<file path="src/rtl/mac_pkg.sv">
// mac_pkg: shared widths, FSM encoding and helpers for the MAC accumulate datapath
package mac_pkg;
    localparam int DEF_DATA_W = 32;
    localparam int DEF_ACC_W = 40;
    typedef enum logic [1:0] {
        IDLE  = 2'd0,
        GP    = 2'd1,
        CARRY = 2'd2,
        SUM   = 2'd3
    } state_t;
    localparam logic [DEF_ACC_W-1:0] ACC_MAX = {1'b0, {(DEF_ACC_W-1){1'b1}}};
    localparam logic [DEF_ACC_W-1:0] ACC_MIN = {1'b1, {(DEF_ACC_W-1){1'b0}}};
    function automatic int clog2(input int n);
        int r;
        r = 0;
        while ((1 << r) < n) r++;
        return r;
    endfunction
endpackage

</file>
<file path="src/rtl/prefix_node.sv">
// prefix_node: Kogge-Stone black cell, (G,P) o (G',P') = (G | P&G', P&P')
module prefix_node (
    input  logic i_g_hi,
    input  logic i_p_hi,
    input  logic i_g_lo,
    input  logic i_p_lo,
    output logic o_g,
    output logic o_p
);
    assign o_g = i_g_hi | (i_p_hi & i_g_lo);
    assign o_p = i_p_hi & i_p_lo;
endmodule

</file>
<file path="src/rtl/prefix_accumulator.sv">
// prefix_accumulator: signed accumulator with a multi-cycle Kogge-Stone adder
// (GP -> CARRY -> SUM), optional saturation and a sticky overflow flag.
module prefix_accumulator
    import mac_pkg::*;
#(
    parameter int DATA_W   = DEF_DATA_W,
    parameter int ACC_W    = DEF_ACC_W,
    parameter bit SATURATE = 1'b1
) (
    input  logic              clk,
    input  logic              rst_n,
    input  logic              in_valid,
    output logic              in_ready,
    input  logic [DATA_W-1:0] product,
    input  logic              acc_clear,
    output logic              out_valid,
    output logic [ACC_W-1:0]  acc_out,
    output logic              overflow
);
    localparam int LVL = clog2(ACC_W);
    localparam logic [ACC_W-1:0] W_MAX = {1'b0, {(ACC_W-1){1'b1}}};
    localparam logic [ACC_W-1:0] W_MIN = {1'b1, {(ACC_W-1){1'b0}}};

    state_t r_state, w_next;
    logic [ACC_W-1:0] r_a, r_b, r_g, r_p, r_acc;
    logic [ACC_W-2:0] r_gc;
    logic r_ovf, r_out_valid;
    logic [ACC_W-1:0] w_gc, w_s, w_sum;
    logic w_ovf;

    // One signal pair per tree level keeps each level a distinct net.
    for (genvar k = 0; k < LVL; k++) begin : g_lvl
        logic [ACC_W-1:0] w_gi, w_pi, w_go, w_po;
        logic w_unused_p;
        if (k == 0) begin : g_src
            assign w_gi = r_g;
            assign w_pi = r_p;
        end else begin : g_chain
            assign w_gi = g_lvl[k-1].w_go;
            assign w_pi = g_lvl[k-1].w_po;
        end
        for (genvar i = 0; i < ACC_W; i++) begin : g_bit
            if (i >= (1 << k)) begin : g_node
                prefix_node u_node (
                    .i_g_hi(w_gi[i]),
                    .i_p_hi(w_pi[i]),
                    .i_g_lo(w_gi[i-(1<<k)]),
                    .i_p_lo(w_pi[i-(1<<k)]),
                    .o_g   (w_go[i]),
                    .o_p   (w_po[i])
                );
            end else begin : g_pass
                assign w_go[i] = w_gi[i];
                assign w_po[i] = w_pi[i];
            end
        end
        assign w_unused_p = ^{w_po, w_go[ACC_W-1]};
    end

    assign w_gc  = g_lvl[LVL-1].w_go;
    assign w_s   = r_p ^ {r_gc, 1'b0};
    assign w_ovf = (r_a[ACC_W-1] == r_b[ACC_W-1]) & (w_s[ACC_W-1] != r_a[ACC_W-1]);
    assign w_sum = (SATURATE && w_ovf) ? (r_a[ACC_W-1] ? W_MIN : W_MAX) : w_s;

    always_ff @(posedge clk or negedge rst_n) begin
        if (!rst_n) r_state <= IDLE;
        else r_state <= w_next;
    end

    always_comb begin
        w_next = IDLE;
        w_next = (r_state == IDLE)  ? (in_valid ? GP : IDLE) :
                 (r_state == GP)    ? CARRY :
                 (r_state == CARRY) ? SUM : IDLE;
    end

    always_ff @(posedge clk or negedge rst_n) begin
        if (!rst_n) begin
            r_a         <= '0;
            r_b         <= '0;
            r_g         <= '0;
            r_p         <= '0;
            r_gc        <= '0;
            r_acc       <= '0;
            r_ovf       <= 1'b0;
            r_out_valid <= 1'b0;
        end else begin
            r_out_valid <= (r_state == SUM);
            if (r_state == IDLE) begin
                if (in_valid) begin
                    r_a <= {{(ACC_W-DATA_W){product[DATA_W-1]}}, product};
                    r_b <= acc_clear ? '0 : r_acc;
                    if (acc_clear) r_ovf <= 1'b0;
                end else if (acc_clear) begin
                    r_acc <= '0;
                    r_ovf <= 1'b0;
                end
            end
            if (r_state == GP) begin
                r_g <= r_a & r_b;
                r_p <= r_a ^ r_b;
            end
            if (r_state == CARRY) r_gc <= w_gc[ACC_W-2:0];
            if (r_state == SUM) begin
                r_acc <= w_sum;
                r_ovf <= r_ovf | w_ovf;
            end
        end
    end

    assign in_ready  = (r_state == IDLE);
    assign out_valid = r_out_valid;
    assign acc_out   = r_acc;
    assign overflow  = r_ovf;
endmodule
</file>
<file path="config.mk">
export PLATFORM = sky130hd
export DESIGN_NAME = prefix_accumulator
export DESIGN_NICKNAME = d
export VERILOG_FILES = /design/src/rtl/mac_pkg.sv /design/src/rtl/prefix_node.sv /design/src/rtl/prefix_accumulator.sv
export SDC_FILE = /design/constraint.sdc
export NUM_CORES = 1
export LEC_CHECK = 0
export ABC_AREA = 0
export ABC_CLOCK_PERIOD_IN_PS = 4200
export BUFFER_PORTS_ARGS = -buffer_cell sky130_fd_sc_hd__buf_2
export CELL_PAD_IN_SITES_DETAIL_PLACEMENT = 1
export CELL_PAD_IN_SITES_GLOBAL_PLACEMENT = 2
export CORE_MARGIN = 1.5
export CORE_UTILIZATION = 43
export DETAILED_ROUTE_END_ITERATION = 10
export HOLD_SLACK_MARGIN = 0.15
export PLACE_DENSITY = 0.88
export SLEW_MARGIN = 40
export SYNTH_ARGS = -nofsm -noshare
export SYNTH_HDL_FRONTEND = slang
export SYNTH_SLANG_ARGS = --single-unit
export TNS_END_PERCENT = 50
</file>
<file path="constraint.sdc">
create_clock -name clk -period 4.2 [get_ports clk]
set_input_delay 0.63 -clock clk [delete_from_list [all_inputs] [get_ports clk]]
set_output_delay 0.63 -clock clk [all_outputs]
set_load 0.005 [all_outputs]
</file>
[Word-level counts from Yosys, hierarchy flattened]
Index checks and enable logic that the tools add are counted.
Cells by class
  equal/unequal tests: 6
  multiplexer cells: 13
  bitwise logic cells: 480
  reduce and logical (&&, ||, !) cells: 6
Operator list (count)
  $and 1x1->1: 305
  $mux 40: 6
  $or 1x1->1: 172
  $xor 40x40->40: 2
  $and 39x39->39: 1
  $mux 2: 3
  $reduce_and 2->1: 3
  $eq 2x2->1 const B: 2
  $mux 1: 4
  $reduce_bool 2->1: 2
  $eq 2x1->1 const B: 1
  $logic_not 2->1: 1
  $ne 2x1->1 const B: 1
  $eq 1x1->1: 1
  $ne 1x1->1: 1
Word-level totals
  register bits: 234
  output and inout port bits: 43

[Depth between registers and ports, before layout]
  depth after elaboration: 11
  depth in mapped cells: 9
  gate-level depth less buffers: 8

[Hierarchy]
Synthesis repeated with hierarchy kept, for this count alone.
Unflattened totals
  cell total of the unflattened synthesis: 1164
  area, all modules: 12872.3 µm²
By module, submodules not included
  prefix_accumulator: times used 1, cells each 822, area each 10304.9 µm², sequential area each 5855.6 µm²
  prefix_node: times used 171, cells each 2, area each 15.0 µm², sequential area each 0.0 µm²

[Worst setup path after synthesis]
No wires, ideal clock.
  path type: register to register
  from: register r_state[0]
  to: register r_gc[36]
  arrival: 1.884 ns
  required time: 4.126 ns
  setup slack: 2.242 ns
  stages on the path, launching flop included: 10
  period minus slack after synthesis: 1.958 ns
  cell sequence: dfrtp_1 inv_1 ha_1 inv_1 buf_6 nor4_1 a41oi_1 and3_4 a2111o_1 o21ai_2
Between the ends
  cells in the longest elaborated chain, start to end: 1
RTL lines
  start, declared: line prefix_accumulator.sv:24  | state_t r_state, w_next;
  start signal, assigned: line prefix_accumulator.sv:67  | else r_state <= w_next;
  $eq 2x2->1: line prefix_accumulator.sv:103  | if (r_state == CARRY) r_gc <= w_gc[ACC_W-2:0];
  end signal, assigned: line prefix_accumulator.sv:103
  end, declared: line prefix_accumulator.sv:26  | logic [ACC_W-2:0] r_gc;
No other way between the ends.
A chain may end at the register's enable or synchronous reset.

[Final worst setup path]
Same ends and word-level chain as after synthesis.

==> flow_summary.yaml <==
drt:
  first_pass_iters: 5
  met1_length_mm: 15.0
  wl_per_cell_um: 19.7
  post-route-drc-count: 0
  wl_met3_um: 813
  antenna_left: 0
  routed.top_layer: "met4"
  dr_wl_met2_mm: 14.0
  drt_iter0_drc: 543
  num_vias: 8675
  vias_per_cell: 5.65
  route.final.wire_length_mm: 30.3
sta:
  setup_viol: 0
  slew_headroom_pct: 52.7
  max_freq_ghz: 0.400
  min_period_ns: 2.50
  final_hold_viol_count: 0
  worst_clock_skew_ns: 0.00678
  period_share_pct: 59.5
  maxSlewViolCount: 0
  worstMarginPinSlew_ns: 0.709
  rsz0062_at_grt: "no"
  finalSetupTns_ns: 0
synthesis:
  ys_top_cells_by_count: "dfrtp_1, o21ai_0, nand2_1"
  ys.flop_type: "dfrtp_1"
  ys_ff_latch: 234
  async_reset_ff_share_pct: 100
  netlist.area_leader.share_pct: 51.2
  synth_warnings: 0
  synth_area_leaders: "dfrtp_1, mux2_2, o21ai_0"
  synth_cells: 1132
  synth_nets: 1212
  synth_cell_type_count: 64
  synth_most_common_cell: "dfrtp_1"
  ys_seq_area_share_pct: 51.2
  syn-cell-area_um2: 11400
  synth_top_area_cell: "dfrtp_1"
  synth-edff-count: 0
  syn_avg_cell_area_um2: 10.1
power:
  p_leak_nw: 5.92
  power_w: 0.0110
  vdd_drop_max_v: 0.000451
  p_per_area_nw_per_um2: 842
floorplan:
  initial_core_util_pct: 43.9
  coreArea_um2: 26100
  rows: 59
  io_pins: 79
  die_area_um2: 27600
  die_h_um: 166
  die_x_um: 166
finish:
  num_antenna_cells: 0
  fillers: 2888
  drive_above_1_share_pct: 21.9
  finalNetCount: 1263
  area_growth_pct: 13.9
status:
  status: "complete, no violations"
run:
  drv_cap: 0
worst_setup_path:
  crit_slowest_cell: "buf_4"
  criticalPathCategory: "reg -> reg"
  critPathLaunchType: "flop"
  cp_slowest_stage_delay_ns: 0.57
  arrival_ns: 2.96
  path_buf_inv: 2
  required_ns: 4.67
  crit_fanout: 68
  crit_chain: "inv_1, ha_2, buf_4, nand3_1, nor2_1, nand4_1, and3_4, a2111o_1, o21ai_2"
  crit_path_end_kind: "flop"
  cp_top_family: "buffers and inverters"
grt:
  track_usage_pct: 22.1
  grt-ovfl-total: 0
  antenna_found_initial: 0
  grt_pass1_vias: 9035
  grt_max_degree: 103
  grt_pass1_wl_mm: 49.9
clocking:
  cts_buffers: 27
  tritoncts: "done"
  htreeDepth: 1
  root_buffer: "clkbuf_16"
  cts_num_sinks: 234
  cts_buffer_depth: 3
  path_clk_slew_ns: 0.06
  worstSkewPairLatency_ns: 0.53
placement:
  io_buffers: 78
  dp_hpwl_mm: 20.5
  gp_routability_congestion: 0.821
min_path:
  worst_hold_path_type: "in -> reg"
==> state kept, by name, indices dropped and copies added, names as in the netlist <==
register,cells
g_lvl.w_gi,39
r_a,32
overflow,1
r_gc,39
g_lvl.w_pi,40
r_state,2
r_b,40
acc_out,40
out_valid,1
==> cells by family after synthesis <==
kind of cell	count (synthesis)	synth area share, %
xor gates and xnor gates	40	3.06
adders and majority gates	44	4.81
and+or+nand+nor	285	10.7
AOI/OAI and AO/OA	330	16.0
muxes	111	10.9
DFF	234	51.2
buffers and inverters	88	3.23
==> worst paths after layout <==
kind	startpoint	end	slack [ns]	depth (start not counted)
max in group asynchronous	rst_n	r_a[22]	2.63	4
worst max-delay path	r_state[0]	r_gc[36]	1.70	9
worst min register to register	r_b[6]	r_b[6]	0.49	2
min in group asynchronous	rst_n	r_a[13]	0.55	2
worst max register to register	r_state[0]	r_gc[36]	1.70	9
worst min-delay path	product[8]	r_a[8]	0.32	2
==> layout make-up <==
cell class / count / area (um2) / share of cell area, %
clock buffers: 37 / 773 / 5.93
flip-flops and latches: 234 / 5860 / 44.9
multi-input cells: 810 / 5260 / 40.3
well taps: 335 / 419 / 3.22
clock inverters: 9 / 76.3 / 0.586
inverters: 17 / 63.8 / 0.490
repair buffers: 93 / 586 / 4.49
==> stage by stage <==
step	hold WS, ns	utilization, %	instances	area, um2	setup WS [ns]
final	0.323	50.0	1535	13000	1.70
after global routing	0.310	50.0	1535	13000	1.46
after CTS	0.174	49.9	1533	13000	1.69
after detailed placement	0.477	46.6	1487	12100	1.69
after global placement	0.466	46.4	1485	12100	1.77
after floorplan	0.334	-	1132	11400	2.24
==> what timing repair did <==
action / in CTS / in global routing
hold endpoints to repair: 0 / 28
buffers inserted: 0 / 0
hold buffers: 0 / 1
gates resized for setup: 0 / 0
==> worst register-to-register path: stages (launching register included) <==
cell,delay [ns]
dfrtp_1,0.42
inv_1,0.13
ha_2,0.19
buf_4,0.57
nand3_1,0.18
nor2_1,0.13
nand4_1,0.10
and3_4,0.23
a2111o_1,0.42
o21ai_2,0.06
==> cell usage in the layout, fill, tap and decap left out, drive strengths merged, types with 5 or more instances in the layout <==
cell,count
dfrtp,234
o21ai,166
nand2,130
mux2,110
a21oi,104
nor2,99
buf,92
ha,44
xor2,38
clkbuf,37
inv,18
nand3,12
nand4,10
a21o,7
o211ai,7
clkinv,6
o21a,5
nor3,5
or3,5
==> metal layers <==
layer / vias up / track usage (%)
li1: 4067 / -
met1: 4446 / 32.5
met2: 122 / 35.2
met3: 40 / 2.69
met4: 0 / 4.62
met5: - / 0
==> report_power, final <==
group / switching, W / leakage [nW] / internal, W / total, W
logic: 0.00239 / 2.54 / 0.00186 / 0.00425
registers: 0.00109 / 2.96 / 0.00334 / 0.00444
clock network: 0.000942 / 0.423 / 0.00134 / 0.00228
total: 0.00442 / 5.92 / 0.00654 / 0.0110
(Power assumes the default switching activity.)
